`config.mk`:
```
export PLATFORM = sky130hd
export DESIGN_NAME = frame_sequencer
export DESIGN_NICKNAME = d
export VERILOG_FILES = /design/src/rtl/frame_sequencer.sv
export SDC_FILE = /design/constraint.sdc
export NUM_CORES = 1
export LEC_CHECK = 0
export ABC_CLOCK_PERIOD_IN_PS = 5680
export CORE_ASPECT_RATIO = 0.8
export CORE_MARGIN = 2
export CORE_UTILIZATION = 39
export CTS_BUF_LIST = sky130_fd_sc_hd__clkbuf_8
export CTS_CLUSTER_SIZE = 30
export DETAILED_ROUTE_END_ITERATION = 16
export HOLD_SLACK_MARGIN = 0.15
export PLACE_DENSITY = 0.68
export SYNTH_ARGS = -nofsm -noshare
export SYNTH_HDL_FRONTEND = slang
export SYNTH_SLANG_ARGS = --single-unit
```
`constraint.sdc`:
```
create_clock -name clk -period 5.68 [get_ports clk]
set_clock_uncertainty 0.05 [all_clocks]
set_input_delay 1.136 -clock clk [delete_from_list [all_inputs] [get_ports clk]]
set_output_delay 1.136 -clock clk [all_outputs]
set_load 0.01 [all_outputs]
```
`src/rtl/frame_sequencer.sv`:
```
// Frame-level controller: init, per-pass setup, render-state handshake, completion, vsync.
// Optional frame timing counters are enabled by defining FRAME_SEQ_PERF_EN.
module frame_sequencer #(
  parameter int NUM_CORES   = 4,
  parameter int PIX_W       = 32,
  parameter int PIXEL_COUNT = 76800,
  parameter int SAMPLES     = 1,
  parameter int RS_TIMEOUT  = 4095,
  parameter int FRAME_CNT_W = 16
) (
  input  logic                       clk,
  input  logic                       resetn,
  input  logic                       vsync,
  input  logic                       free_run,
  input  logic                       bvh_init_done,
  input  logic                       rs_valid,
  input  logic [NUM_CORES*PIX_W-1:0] core_pixel_count,
  output logic                       flip,
  output logic                       rs_strobe,
  output logic                       tg_strobe,
  output logic                       tg_reset,
  output logic                       reset_pixel_counter,
  output logic [7:0]                 sample_index,
  output logic [FRAME_CNT_W-1:0]     frame_count,
  output logic [15:0]                frame_kcycles,
  output logic                       rs_timeout_err,
  output logic                       busy
);

  localparam int SUM_W  = PIX_W + $clog2(NUM_CORES);
  localparam int WAIT_W = $clog2(RS_TIMEOUT + 1);

  localparam logic [SUM_W-1:0]  PIX_TGT     = SUM_W'(PIXEL_COUNT);
  localparam logic [7:0]        LAST_SAMPLE = 8'(SAMPLES - 1);
  localparam logic [WAIT_W-1:0] WAIT_LAST   = WAIT_W'(RS_TIMEOUT - 1);

  typedef enum logic [2:0] {
    S_INIT,
    S_FRAME_SETUP,
    S_RS_SETUP,
    S_RENDER,
    S_WAIT_VSYNC
  } state_e;

  state_e state_q, state_d;

  logic [SUM_W-1:0]       sum_q, sum_d;
  logic [1:0]             render_cnt_q, render_cnt_d;
  logic [WAIT_W-1:0]      wait_q, wait_d;
  logic [7:0]             sample_q, sample_d;
  logic [FRAME_CNT_W-1:0] frame_cnt_q, frame_cnt_d;

  logic flip_q, flip_d;
  logic setup_pulse_q, setup_pulse_d;
  logic tg_strobe_q, tg_strobe_d;
  logic busy_q, busy_d;
  logic err_q, err_d;

  logic complete;
  logic last_pass;
  logic toggle;

  // Stage 1: full-width sum of all core counters
  always_comb begin
    sum_d = '0;
    for (int i = 0; i < NUM_CORES; i++) begin
      sum_d = sum_d + SUM_W'(core_pixel_count[i*PIX_W +: PIX_W]);
    end
  end

  // Stage 2: compare, masked for the first two render cycles
  assign complete  = (render_cnt_q == 2'd2) && (sum_q >= PIX_TGT);
  assign last_pass = (sample_q == LAST_SAMPLE);

  always_comb begin
    state_d     = state_q;
    sample_d    = sample_q;
    frame_cnt_d = frame_cnt_q;
    wait_d      = wait_q;
    err_d       = err_q;
    toggle      = 1'b0;

    unique case (state_q)
      S_INIT: begin
        if (bvh_init_done) begin
          state_d = S_FRAME_SETUP;
          toggle  = (sample_q == 8'd0);
        end
      end
      S_FRAME_SETUP: begin
        wait_d  = '0;
        state_d = S_RS_SETUP;
      end
      S_RS_SETUP: begin
        if (rs_valid) begin
          state_d = S_RENDER;
        end else if (wait_q == WAIT_LAST) begin
          err_d   = 1'b1;
          state_d = S_FRAME_SETUP;
        end else begin
          wait_d = wait_q + WAIT_W'(1);
        end
      end
      S_RENDER: begin
        if (complete) begin
          if (!last_pass) begin
            sample_d = sample_q + 8'd1;
            state_d  = S_FRAME_SETUP;
          end else begin
            sample_d    = 8'd0;
            frame_cnt_d = frame_cnt_q + FRAME_CNT_W'(1);
            state_d     = S_WAIT_VSYNC;
          end
        end
      end
      S_WAIT_VSYNC: begin
        if (!vsync || free_run) begin
          state_d = S_FRAME_SETUP;
          toggle  = (sample_q == 8'd0);
        end
      end
      default: state_d = S_INIT;
    endcase

    render_cnt_d = '0;
    if (state_q == S_RENDER) begin
      render_cnt_d = (render_cnt_q == 2'd2) ? render_cnt_q
                                            : render_cnt_q + 2'd1;
    end

    flip_d        = flip_q ^ toggle;
    setup_pulse_d = (state_d == S_FRAME_SETUP);
    tg_strobe_d   = (state_d == S_RENDER);
    busy_d        = (state_d != S_INIT) && (state_d != S_WAIT_VSYNC);
  end

  always_ff @(posedge clk) begin
    if (!resetn) begin
      state_q       <= S_INIT;
      sum_q         <= '0;
      render_cnt_q  <= '0;
      wait_q        <= '0;
      sample_q      <= '0;
      frame_cnt_q   <= '0;
      flip_q        <= 1'b0;
      setup_pulse_q <= 1'b0;
      tg_strobe_q   <= 1'b0;
      busy_q        <= 1'b0;
      err_q         <= 1'b0;
    end else begin
      state_q       <= state_d;
      sum_q         <= sum_d;
      render_cnt_q  <= render_cnt_d;
      wait_q        <= wait_d;
      sample_q      <= sample_d;
      frame_cnt_q   <= frame_cnt_d;
      flip_q        <= flip_d;
      setup_pulse_q <= setup_pulse_d;
      tg_strobe_q   <= tg_strobe_d;
      busy_q        <= busy_d;
      err_q         <= err_d;
    end
  end

`ifdef FRAME_SEQ_PERF_EN
  logic [9:0]  presc_q, presc_d;
  logic [15:0] kc_q, kc_d;
  logic [15:0] fk_q, fk_d;
  logic        frame_done;

  assign frame_done = (state_q == S_RENDER) && complete && last_pass;

  // Kilo-cycle count restarts with each displayed frame
  always_comb begin
    presc_d = presc_q + 10'd1;
    kc_d    = kc_q;
    if (presc_q == 10'h3ff && kc_q != 16'hffff) begin
      kc_d = kc_q + 16'd1;
    end
    if (toggle) begin
      presc_d = '0;
      kc_d    = '0;
    end
    fk_d = frame_done ? kc_d : fk_q;
  end

  always_ff @(posedge clk) begin
    if (!resetn) begin
      presc_q <= '0;
      kc_q    <= '0;
      fk_q    <= '0;
    end else begin
      presc_q <= presc_d;
      kc_q    <= kc_d;
      fk_q    <= fk_d;
    end
  end

  assign frame_kcycles = fk_q;
`else
  assign frame_kcycles = 16'd0;
`endif

  assign flip                = flip_q;
  assign rs_strobe           = setup_pulse_q;
  assign tg_reset            = setup_pulse_q;
  assign reset_pixel_counter = setup_pulse_q;
  assign tg_strobe           = tg_strobe_q;
  assign sample_index        = sample_q;
  assign frame_count         = frame_cnt_q;
  assign rs_timeout_err      = err_q;
  assign busy                = busy_q;

endmodule

```
; Yosys cells after proc, flatten, opt, wreduce, memory -nomap -nowiden
; Index checks and enable logic that the tools add are counted.
[word_totals]
mem_count = 0
regBits = 80
romBits = 0
word_cells = 59
ramBits = 0
input_bits = 134
out_inout_bits = 47
latch_bits = 0
[classes]
n_div = 0
mul = 0
mux = 14
n_addsub = 7
n_bitwise = 2
shift = 0
eq_ne = 11
reduce_logical = 13
magnitude_cmp = 1
[op_table]
columns = op, count
row1 = 33-bit by 32-bit adder with 34-bit output, 1
row2 = 34-bit by 32-bit adder with 34-bit output, 1
row3 = "34-bit by 17-bit >= comparator with 1-bit output, second input constant", 1
row4 = 32-bit by 32-bit adder with 33-bit output, 1
row5 = 12-bit 2-to-1 mux, 2
row6 = 12-bit case mux with 2 select lines, 1
row7 = 3-bit 2-to-1 mux, 6
row8 = "16-bit by 1-bit adder with 16-bit output, second input constant", 1
row9 = 3-bit case mux with 5 select lines, 1
row10 = "12-bit by 1-bit adder with 12-bit output, second input constant", 1
row11 = "12-bit == test, second input constant", 1
row12 = "3-bit by 2-bit == test with 1-bit output, second input constant", 3
row13 = 3-bit AND reduction, 3
row14 = "8-bit by 1-bit adder with 8-bit output, second input constant", 1
row15 = 8-bit zero test, 1
row16 = 8-bit 2-to-1 mux, 1
row17 = "3-bit by 1-bit == test with 1-bit output, second input constant", 2
row18 = "2-bit != test, second input constant", 2
row19 = 2-bit AND reduction, 2
row20 = "3-bit == test, second input constant", 1
row21 = 3-bit zero test, 1
row22 = "3-bit != test, second input constant", 1
row23 = 3-bit nonzero test, 1
row24 = "2-bit by 1-bit adder with 2-bit output, second input constant", 1
row25 = 9 further kinds, 11

; Logic depth before layout (Yosys ltp)
; Gate-level depths: netlist of run 1.
[logic_depth]
depth_word = 6
ltp_mapped = 14
depth_no_buf = 14

; Worst setup path before layout of run 1
; No wires, ideal clock.
[synth_timing]
kind = input-to-reg
from = input port core_pixel_count[1]
to = register sum_q[21]
slack_ns = 1.500
n_path_buf = 0
arrival_time_ns = 4.003
setup_time_ns = 0.128
required_time_ns = 5.502
stages = 14
cell_sequence = inv_1 -> fa_1 -> inv_1 -> fa_1 -> ha_1 -> fa_1 -> a21oi_1 -> o221ai_1 -> a31oi_1 -> a211oi_1 -> or3_1 -> a21oi_1 -> xor2_1 -> nor2_1
[synth_between]
elab_chain_len = 3
[synth_lines]
columns = item, line
row1 = from (decl), 17  ; input logic [NUM_CORES*PIX_W-1:0] core_pixel_count,
row2 = 32-bit by 32-bit adder with 33-bit output, 67  ; sum_d = sum_d + SUM_W'(core_pixel_count[i*PIX_W +: PIX_W]);
row3 = 33-bit by 32-bit adder with 34-bit output, 67
row4 = 34-bit by 32-bit adder with 34-bit output, 67
row5 = to (signal assigned), 152  ; sum_q <= sum_d;
row6 = to (decl), 47  ; logic [SUM_W-1:0] sum_q, sum_d;
; Every way passes these cells.
; A chain may end at the register's enable or synchronous reset.

; Worst setup path after layout of run 1
[layout_timing]
from = input port core_pixel_count[9]
to = register sum_q[26]
; The elaborated chain is that of the path after synthesis.

==> results of run 1 <==
[cells in the mapped netlist, drive strengths merged (2+ instances only)]
cell	count	area share
inv	185	0.11
nor2	74	0.045
dfxtp	70	0.23
fa	64	0.21
a21oi	51	0.041
ha	39	0.079
nand2	34	0.021
o21ai	31	0.025
xor2	25	0.035
buf	19	0.024
xnor2	18	0.025
nand4	16	0.019
or3	15	0.015
clkbuf	12	0.0095
nand3	12	0.0097
and3	10	0.010
a21o	7	0.0085
a31oi	7	0.0071
nor3	6	0.0048
a211oi	5	0.0061
nand3b	5	0.0061
nor4	5	0.0075
o2111ai	4	0.0057
o31ai	4	0.0048
mux2i	3	0.0048
o211ai	3	0.0036
o221ai	3	0.0042
o22ai	3	0.0030
and2	2	0.0020
nor3b	2	0.0032
o21a	2	0.0024
o21bai	2	0.0024
or2	2	0.0020
[cell type report]
cell class	count	area [um^2]	share of cell area
clock buffers	10	138	0.0168
clock inverters	6	86.3	0.0105
inverters	185	694	0.0848
multi-input cells	482	3950	0.483
flip-flops and latches	70	1400	0.171
well taps	215	269	0.0328
repair buffers	165	1650	0.201
[cell families (layout without fill, tap and decap cells)]
group | after synthesis | in the layout | share of synthesized area
xor gates and xnor gates | 43 | 43 | 0.0608
other | 1 | 16 | 0.000605
buffers and inverters | 216 | 366 | 0.145
and+or+nand+nor | 190 | 190 | 0.155
AOI/OAI and AO/OA | 126 | 126 | 0.120
DFF | 70 | 70 | 0.226
adders and majority gates | 103 | 103 | 0.285
muxes | 4 | 4 | 0.00666
[layer usage]
layer | global-route usage | routed length, um | up-vias
met5 | 0 | 0 | -
met1 | 0.210 | 6090 | 2337
met3 | 0.0320 | 815 | 7
met4 | 0.0284 | 46 | 0
met2 | 0.250 | 5520 | 133
li1 | - | - | 2675
[through the flow]
| stage | hold slack [ns] | instance area (um^2) | instances | total power, uW |
|---|---|---|---|---|
| floorplan | 0.408 | 6250 | 768 | 1410 |
| finish | 0.441 | 8190 | 1133 | 2120 |
| detailed placement | 0.427 | 7970 | 1117 | 1690 |
| global placement | 0.415 | 7970 | 1117 | 1680 |
| global route | 0.449 | 8190 | 1133 | 2320 |
| CTS | 0.438 | 8190 | 1133 | 2140 |
[worst max-delay path by stage]
stage,depth (start not counted),end,startpoint
2_1_floorplan,14,sum_q[21]$_SDFF_PN0_,core_pixel_count[1]
3_3_place_gp,15,sum_q[29]$_SDFF_PN0_,core_pixel_count[1]
3_5_place_dp,14,sum_q[26]$_SDFF_PN0_,core_pixel_count[2]
4_1_cts,14,sum_q[26]$_SDFF_PN0_,core_pixel_count[2]
5_1_grt,14,sum_q[32]$_SDFF_PN0_,core_pixel_count[2]
6_report,14,sum_q[26]$_SDFF_PN0_,core_pixel_count[9]
[flip-flops by register name, summed over array words and instances, names as in the netlist, 2 cells and up]
name	count
sum_q	24
frame_count	16
wait_q	12
sample_index	8
state_q	3
render_cnt_q	2
[worst max-delay path: cells and delay by family]
| family | cells | cell delay (ns) |
|---|---|---|
| buf+inv | 3 | 0.55 |
| simple gates | 1 | 0.05 |
| fa+ha+maj | 3 | 1.35 |
| xor+xnor | 1 | 0.16 |
| compound gates | 6 | 1.79 |
[power by group through the flow]
stage / sequential [uW] / clock [uW] / combinational [uW]
final: 611 / 442 / 1060
after global routing: 621 / 482 / 1220
after CTS: 612 / 461 / 1070
after detailed placement: 622 / 0 / 1060
after global placement: 622 / 0 / 1050
after floorplan: 617 / 0 / 789
==> summary by stage, run 1 <==
Worst setup path
For the worst setup path, the data arrival time is between 5 and 6 ns. STA classifies the critical path endpoint as a flip-flop. The worst register-to-register path ends at busy$_SDFF_PN0_. Counting cells, the worst reg-to-reg path comes to 7. The highest net fanout along the worst path is 5. The biggest cell delay along the critical path is between 0.5 and 0.6 ns.

The data required time of the critical path is between 5 and 6 ns. The worst register-to-register path begins at sample_index[0]$_SDFFE_PN0P_. The critical path is of the in -> reg type. The slowest stage cell on the critical path is o31ai_1. Traced cell by cell, the critical path runs through clkdlybuf4s50_1, inv_1, fa_1, fa_1, inv_1, ha_1, a21oi_1, o21ai_0, a31oi_1, a31oi_1, o31ai_1, o21ai_0, xnor2_1, nor2_1. For flop-to-flop paths, the worst setup slack is 2.96 ns.

The worst setup path is launched from an input pin.

Floorplan
The core outline area is ~0.016 mm^2. The die covers 0.0169 mm^2. The horizontal die dimension is 145 um. The die extent in y is 117 um. For this configuration, the core starts out at a cell density of 0.396.

The I/O pin total is around 180. The floorplan has 41 rows.

Timing
After layout, the minimum clock period comes to 4.90 ns. The final number of max-transition violations is 0. Setup repair after global routing left no endpoint under its margin. The setup violation total in the final timing report is 0.

Static timing analysis puts the maximum clock frequency at approximately 200 MHz. The number of failing hold endpoints at the final stage came to 0. Of the available clock period, the critical path in the final layout requires 0.863. The tightest slew margin relative to the limit is 0.235.

Across all setup checks in the final design, the least slack found is roughly 0.78 ns. The slew at the pin with the worst max-slew slack is 1.14 ns. Summed over all failing endpoints, the final setup total negative slack is 0 ns.

Clocking
TritonCTS created 9 clock buffers. The buffer cell driving the clock tree root is clkbuf_8. The post-CTS setup buffer count is 0. In this run, post-CTS hold repair placed 0 buffers. The count of cells resized by post-cts repair is 0. The number of H-tree levels is 3. At the later pin of the worst-skew pair, clock insertion delay measures 0.34 ns.

The tree built by TritonCTS fans out to 70 sinks. The buffer levels on the longest clock path is 2. TritonCTS built the clock tree. The clock input transition at the sequential cells of the worst setup and hold paths is ~0.070 ns.

Power and ir drop
The share of total power dissipated in combinational logic is 0.502. The standby leakage power is 0.00381 uW. The power per standard cell area is ~260 mW/mm^2.

The clock group share of total power is 0.209. The worst-case IR drop observed on VDD is roughly 0.000092 V. Cell internal power was estimated by the tool at 1330 uW.

The reported net switching power is ~780 uW. Of the total power, the share spent switching nets is 0.370. Of the total power, registers draw 0.289.

Worst hold path
For hold timing, the worst endpoint is wait_q[11]$_SDFFE_PN0P_. The worst hold path class is reg -> reg. The number of cells traversed by the worst hold path is 2. The worst hold path begins at wait_q[11]$_SDFFE_PN0P_.

Synth
After synthesis, the share of flip-flops with an asynchronous set or reset is 0. The mean area per synthesized cell is 8.23 um^2. Yosys mapped a number of flops with a built-in enable equal to 0.

The number of standard cells after synthesis is 753. After synthesis, the netlist uses 53 different library cells. Of the synthesized area, sequential elements account for 0.226. The netlist area before placement is 0.00620 mm^2.

The count of warnings emitted by yosys is 0. The primary flip-flop cell chosen by synthesis mapping is dfxtp_1. The flip-flop and latch count after synthesis is 70.

Global route
The number of global-route vias before repair is just under 5k. The largest net degree at the start of global routing is 32. In the global route stage, overall resource usage came out at 0.152. The initial antenna violation count is 0. The wire length of the first global-routing pass is 21700 um. The residual overflow from global routing is 0.

Layout
The relative area change from synthesis to final layout is 32.2%. After the last flow step, the layout net total stands at 1150. The most common library cell in the layout ignoring fill and taps is inv_1.

The fraction of final layout cells sized beyond drive strength 1 is 0.0272. The antenna diode instance count is 0. The layout has 1513 filler cells. The library cells used most frequently in the layout, excluding fill and tap cells, are 186 x inv_1, 164 x clkdlybuf4s50_1, 74 x nor2_1. The final cell utilization of the core is 0.523.

Place
The number of input and output port buffers inserted is 164. At the placement stage, the worst setup path has a slack of slightly below 0.5 ns. After legalization and detailed placement, the total HPWL measured 10500 um.

The final weighted congestion in routability-driven placement is roughly 0.8.

Detailed routing
After detailed routing, the average wire length per cell comes to 11.0 um. Before antenna repair, the detailed router went through 4 iterations. The routed wire length is 12500 um. The routed layout has 5152 vias. For this run, design rule violations remaining after detail routing come to 0. The per-cell via count in the routed design is 4.55. The violation count after the first detailed-routing iteration is 261. The number of routed nets with antenna violations is 0.

Outcome
The run finished with clean final reports.

Run
The max capacitance violation total is 0.
Note: power is estimated with default switching activity, not from simulation.
==> run 2: changes to the inputs <==
--- a/config.mk
+++ b/config.mk
@@ -6,12 +6,15 @@
 export NUM_CORES = 1
 export LEC_CHECK = 0
 export ABC_CLOCK_PERIOD_IN_PS = 5680
+export CAP_MARGIN = 30
 export CORE_ASPECT_RATIO = 0.8
 export CORE_MARGIN = 2
 export CORE_UTILIZATION = 39
 export CTS_BUF_LIST = sky130_fd_sc_hd__clkbuf_8
+export CTS_CLUSTER_DIAMETER = 200
 export CTS_CLUSTER_SIZE = 30
 export DETAILED_ROUTE_END_ITERATION = 16
+export GPL_TIMING_DRIVEN = 0
 export HOLD_SLACK_MARGIN = 0.15
 export PLACE_DENSITY = 0.68
 export SYNTH_ARGS = -nofsm -noshare
==> run 2 against run 1 <==
Maximum frequency rose by 0.31%. Clock power increased by 1%. Largest power group unchanged. Clock-buffer cell count decreased by 1. Sequential share of layout area fell by 0.41 points. Sequential power is essentially flat. Largest cell class unchanged. Setup slack improved by 0.015 ns. Global-route usage is 0.11 points higher. Design area rose by 2.4%.
==> summary by stage, run 2 (synthesized netlist as in run 1, its figures left out) <==
Outcome
The flow ran to the end, and the final reports show no timing, DRC or antenna violations.

Global route
The global routing usage summed across all routing layers is 0.153. The number of global-route vias before repair is just over 5k. The initial antenna violation count is 0. The largest net degree at the start of global routing is 14. The first global-routing pass estimated about 22000 um of wire.

The residual overflow from global routing is 0.

Worst setup path
For this design, the slowest cell found on the critical path is o31ai_1. The worst setup path is captured at a flip-flop. Tracing the worst setup path back leads to its startpoint at core_pixel_count[9]. The startpoint identified for the worst register-to-register timing path is sample_index[0]$_SDFFE_PN0P_. For the worst flop-to-flop path, the logic depth is 7. The slack of the worst reg-to-reg path is roughly 3.0 ns. Counting both buffers and inverters, the worst setup path holds a total of 3. The data required time of the critical path is 5.85 ns.

The type of origin of the critical path is an input pin. Walking the worst path, the cells encountered are clkdlybuf4s50_1, inv_1, fa_1, fa_1, inv_1, ha_1, a21oi_1, o21ai_0, a31oi_1, a31oi_1, o31ai_1, o31ai_1, xnor2_1, nor2_1. Following the worst setup path forward leads to its endpoint at sum_q[32]$_SDFF_PN0_. The path length in cells of the critical path is 14.

The cell class contributing the biggest share of worst-path delay is compound AO/OA/AOI/OAI gates. The kind of critical path is in -> reg. STA puts the critical path data arrival time at 5.06 ns. On the worst path, the slowest cell contributes a delay of 0.56 ns.

The highest net fanout along the worst path is 5. In this run the critical register-to-register path is captured at busy$_SDFF_PN0_.

Layout
The library cell used most frequently in the layout, excluding fill and tap cells, is inv_1. Across the whole layout, storage elements account for approximately 0.0014 mm^2. Relative to the synthesized area, the layout overhead comes to 35.4%. For this run, the post-layout net count is 1181. Of the cells placed in the final design, the portion with a size suffix greater than 1 is 0.0495. 0 antenna diodes ended up in the layout. The register with the most flip-flops in the layout has 24 of them. sum_q holds more flip-flops than any other register.

Summing all multi-input logic gate instances after layout gives 0.00395 mm^2. The total of fill cells in the finished design is 1483. The top cell types in the final layout, fill and taps aside, are 185 x inv_1, 164 x clkdlybuf4s50_1, 74 x nor2_1.

Timing
The final number of max-transition violations is 0. Setup violations remaining at the end of the flow were counted as 0. The post-route clock period utilization is 0.861. Adding up every negative setup slack in the final design gives 0 ns. The minimum setup slack in the final design is 0.792 ns. The tightest slew margin relative to the limit is 0.339. At the pin with the least slew margin, the transition time is 0.967 ns. For this run, the top clock speed supported by timing is 205 MHz. Subtracting the final worst setup slack from the clock period gives 4.89 ns. The number of failing hold endpoints at the final stage is 0. Setup repair after global routing left no endpoint under its margin.

Floorplan
The floorplan die area is 0.0169 mm^2. The core outline area is 0.0156 mm^2. The die extent in y is 117 um. The initial utilization of the core area, before any placement, comes to 0.396. After floorplanning, the core was divided into 41 placement rows.

In this run the horizontal extent of the chip is 145 um. The I/O pin total is ~180.

Place
The placement-stage worst setup slack is between 0.4 and 0.5 ns. The HPWL reported at the end of detailed placement is 10700 um. The final weighted congestion in routability-driven placement is 0.835.

The count of buffers added on input and output ports is 164.

Clocking
The count of cells resized by post-cts repair is 0. In this run the post-CTS setup repair buffer count came out at 0. The buffer cell driving the clock tree root is clkbuf_8. The clock input transition at the sequential cells of the worst setup and hold paths is around 0.08 ns.

The CTS tree is yes. In this run, CTS created clock tree buffers numbering 9. The number of hold buffers added after CTS was 0. The buffer levels on the longest clock path is 2. The clock tree synthesis step divided the H-tree into 3 levels. The number of clock sinks seen by CTS is 70. The clock latency reported for the late side of the worst-skew pair is around 0.35 ns.

Power and ir drop
The peak supply drop is 0.000108 V. The final total power is 2130 uW. For this design the ratio of total power to cell area is approximately 250 mW/mm^2. In this run the static leakage power is about 0.0039 uW.

Detailed routing
The count of nets left with antenna violations once routing finished came out at 0. The routed layout has ~5.3k vias. In the final routed layout, each cell accounts on average for 10.9 um. The per-cell via count in the routed design is 4.51. For this run, the detailed router's first-pass iteration total came to 4.

The routed wire length is 12600 um. For this run, design rule violations remaining after detail routing come to 0. The violation count after the first detailed-routing iteration is 260.

Run
The tool flagged a number of max-cap violations equal to 0.

Worst hold path
The min-delay analysis places its worst path in the category reg -> reg.
[run 2: cell types whose count changed in the layout (fill, tap and decap cells not counted), sizes merged]
cell	previous run	this run
clkbuf	10	21
clkinvlp	0	2
clkinv	3	2
buf	1	20
[run 2: tightest hold or removal path, cell delays in order (launching register included)]
cell	delay (ns)
dfxtp_1	0.32
o21ai_0	0.07
a21oi_1	0.06
[run 2: how the worst min path moves through the flow]
stage	from	to	slack [ns]	depth (start not counted)
after CTS	wait_q[11]$_SDFFE_PN0P_	wait_q[11]$_SDFFE_PN0P_	0.45	2
after global routing	wait_q[10]$_SDFFE_PN0P_	wait_q[10]$_SDFFE_PN0P_	0.46	2
after global placement	rs_timeout_err$_SDFFE_PN0P_	rs_timeout_err$_SDFFE_PN0P_	0.42	2
after floorplan	wait_q[11]$_SDFFE_PN0P_	wait_q[11]$_SDFFE_PN0P_	0.41	2
after detailed placement	wait_q[11]$_SDFFE_PN0P_	wait_q[11]$_SDFFE_PN0P_	0.43	2
final	wait_q[11]$_SDFFE_PN0P_	wait_q[11]$_SDFFE_PN0P_	0.44	2
[run 2: cell type report]
cell class | count | share of cell area
multi-input cells | 482 | 0.471
inverters | 185 | 0.0828
clock buffers | 9 | 0.0148
well taps | 215 | 0.0321
clock inverters | 7 | 0.0116
repair buffers | 165 | 0.196
plain buffers | 31 | 0.0245
flip-flops and latches | 70 | 0.167
[run 2: power breakdown]
part           switching (uW)  total (uW)  internal (uW)
Combinational             570        1070            503
Clock                     198         447            248
Sequential               29.2         610            581
Total                     798        2130           1330
[run 2: stage by stage]
step,cells,util,hold slack (ns),area [um^2]
floorplan,768,-,0.408,6250
global placement,1147,0.522,0.418,8160
detailed placement,1148,0.522,0.425,8170
CTS,1164,0.536,0.448,8390
global route,1164,0.536,0.461,8390
finish,1164,0.536,0.441,8390
[run 2: metal layers]
metal,wire [um],share of wire,track usage,vias up
li1,-,-,-,2739
met1,6210,0.49,0.206,2368
met2,5520,0.44,0.259,136
met3,801,0.063,0.0375,9
met4,102,0.0081,0.0205,0
met5,0,0,0,-
==> run 3: changes to the inputs <==
--- a/config.mk
+++ b/config.mk
@@ -17,6 +17,8 @@
 export GPL_TIMING_DRIVEN = 0
 export HOLD_SLACK_MARGIN = 0.15
 export PLACE_DENSITY = 0.68
+export REMOVE_ABC_BUFFERS = 1
+export SLEW_MARGIN = 0
 export SYNTH_ARGS = -nofsm -noshare
 export SYNTH_HDL_FRONTEND = slang
 export SYNTH_SLANG_ARGS = --single-unit
==> run 3 against run 2 <==
Hold slack improved by 0.0064 ns. Utilization fell by 0.76 points. Global-route usage fell by 0.20 points. Routed wire length fell by 2.6%. Cell count fell by 2.6%. First-iteration DRC count fell by 32%. Maximum frequency rose by 0.61%. Total power rose by 3.8%. Setup slack improved by 0.029 ns. Sequential share of layout area rose by 0.24 points. Register-to-register slack got worse by 0.05 ns. Critical path depth did not move. Largest cell class unchanged. Largest power group unchanged.
==> summary by stage, run 3 (synthesized netlist as in run 1, its figures left out) <==
Outcome
The run finished with clean final reports.

Layout
The most common library cell in the layout ignoring fill and taps is inv_1. For this run, the share of the core covered by cells in the final layout is 0.529. The cell area after layout is 0.00827 mm^2.

Leaving out fill and tap cells, the most frequent cells in the layout are 185 x inv_1, 164 x clkdlybuf4s50_1, 74 x nor2_1. The multi-input logic area is 0.00395 mm^2. The antenna diode instance count is 0.

Of the cells placed in the final design, the portion with a size suffix greater than 1 is 0.0294. The relative area change from synthesis to final layout is 33.5%. sum_q holds more flip-flops than any other register. The count of nets after finishing is 1151. The register with the most flip-flops in the layout has 24 of them. In the final layout, flip-flops and latches occupy 0.00140 mm^2. After filler insertion, the fill cell instance count of the layout stands at ~1.5k. The post-layout instance count excluding filler cells is 1134.

Worst setup path
Along the worst path, the maximum fanout reaches 5. For the worst setup path, the data required time is 5.84 ns. The kind of capture point of the worst setup path is a flip-flop.

STA classifies the critical path startpoint as an input pin. The kind of critical path is in -> reg. The data arrival time at the worst-slack endpoint is 5.02 ns.

Power and ir drop
The final total power is 2210 uW. The peak supply drop is 0.000115 V. The power per standard cell area is 267 mW/mm^2. The analysis attributes to cell leakage a power of ~0.0038 uW.

Detailed routing
The per-cell via count in the routed design is 4.57. After detailed routing, the average wire length per cell comes to 10.9 um. After detailed routing, the total wire length is 12300 um. For this run, the detailed router's first-pass iteration total came to 4.

In the routed design, unresolved DRC markers number 0. The via count of the routed design is 5184. The violation count after the first detailed-routing iteration is 178.

The number of routed nets with antenna violations is 0.

Place
The HPWL reported at the end of detailed placement is 10300 um. The instance area after placement is roughly 0.008 mm^2. The count of buffers added on input and output ports is 164. The final weighted congestion in routability-driven placement is between 0.8 and 0.9. The cell count after placement is between 1k and 1.5k.

Clocking
The buffer levels on the longest clock path is 2. The clock input transition at the sequential cells of the worst setup and hold paths is about 0.070 ns. After clock tree synthesis, the flow added hold-fix buffers numbering 0. The tree built by TritonCTS fans out to 70 sinks.

The count of cells resized by post-cts repair is 0. The CTS buffer count is 9. The clock latency reported for the late side of the worst-skew pair is around 0.34 ns. The number of setup buffers added after CTS is 0. The CTS tree is yes. The number of H-tree levels is 3.

The tree is rooted in a clkbuf_8.

Floorplan
The floorplan die area is 0.0169 mm^2. 181 I/O pins were placed. The total number of placement rows is 41. The core outline area is 0.0156 mm^2.

The horizontal die dimension is 145 um. For this configuration, the core starts out at a cell density of 0.396. The die extent in y is 117 um.

Global route
After global routing the overflow that remains totals 0. The first global-routing pass estimated 21600 um of wire. The number of global-route vias before repair is between 5k and 6k. The global routing usage summed across all routing layers is 0.151. Entering global routing, the biggest net connects 25 pins. The initial antenna violation count is 0.

Timing
The number of failing hold endpoints at the final stage is 0. Static timing analysis puts the maximum clock frequency at 206 MHz. The final sum of negative setup slack is 0 ns. The setup violation total in the final timing report is 0. Setup repair after global routing left no endpoint under its margin. The final number of max-transition violations came to 0. Measured against its own limit, the worst slew margin works out to 0.267. The time the worst path needs with I/O delays and setup is 4.86 ns. In the finished design, the share of the clock period the worst path needs comes to 0.855. At the pin with the least slew margin, the transition time is 1.07 ns.

Run
The max capacitance violation total is 0.

Worst hold path
In this run the worst hold path is classified as reg -> reg.
-- run 3: routing by layer --
metal	GRT usage	vias to the layer above	wire, um
li1	-	2686	-
met3	0.0383	9	736
met5	0	-	0
met1	0.199	2360	5970
met4	0.0271	0	66
met2	0.258	129	5540
-- run 3: critical path, cell delays in order --
cell and delay (ns):
clkdlybuf4s50_1 0.45, inv_1 0.05, fa_1 0.49, fa_1 0.51, inv_1 0.04, ha_1 0.33
a21oi_1 0.23, o21ai_0 0.19, a31oi_1 0.36, a31oi_1 0.20, o31ai_1 0.60, o21ai_0 0.20
xnor2_1 0.17, nor2_1 0.05
-- run 3: metrics by stage --
stage	hold WS (ns)	setup slack, ns
2_1_floorplan	0.408	1.48
5_1_grt	0.473	0.617
3_3_place_gp	0.420	0.431
3_5_place_dp	0.435	0.468
4_1_cts	0.448	0.834
6_report	0.448	0.821
-- run 3: worst paths after layout --
kind	startpoint	end	slack (ns)	cells after the start
hold reg to reg	frame_count[7]$_SDFFE_PN0P_	frame_count[7]$_SDFFE_PN0P_	0.45	2
hold / removal	frame_count[7]$_SDFFE_PN0P_	frame_count[7]$_SDFFE_PN0P_	0.45	2
setup reg to reg	sample_index[0]$_SDFFE_PN0P_	busy$_SDFF_PN0_	2.96	7
setup / recovery	core_pixel_count[9]	sum_q[28]$_SDFF_PN0_	0.82	14
-- run 3: layout make-up --
| cell class | instances | share of cell area |
|---|---|---|
| inverters | 185 | 0.0840 |
| flip-flops and latches | 70 | 0.169 |
| clock buffers | 11 | 0.0183 |
| repair buffers | 166 | 0.202 |
| well taps | 215 | 0.0325 |
| multi-input cells | 482 | 0.478 |
| clock inverters | 5 | 0.0156 |
-- run 3: power by group --
part           internal (uW)  total [uW]  leakage [uW]  switching, uW
registers                581         610      0.000572           29.1
clock network            361         546      0.000140            186
logic                    494        1050       0.00313            560
total                   1440        2210       0.00384            774
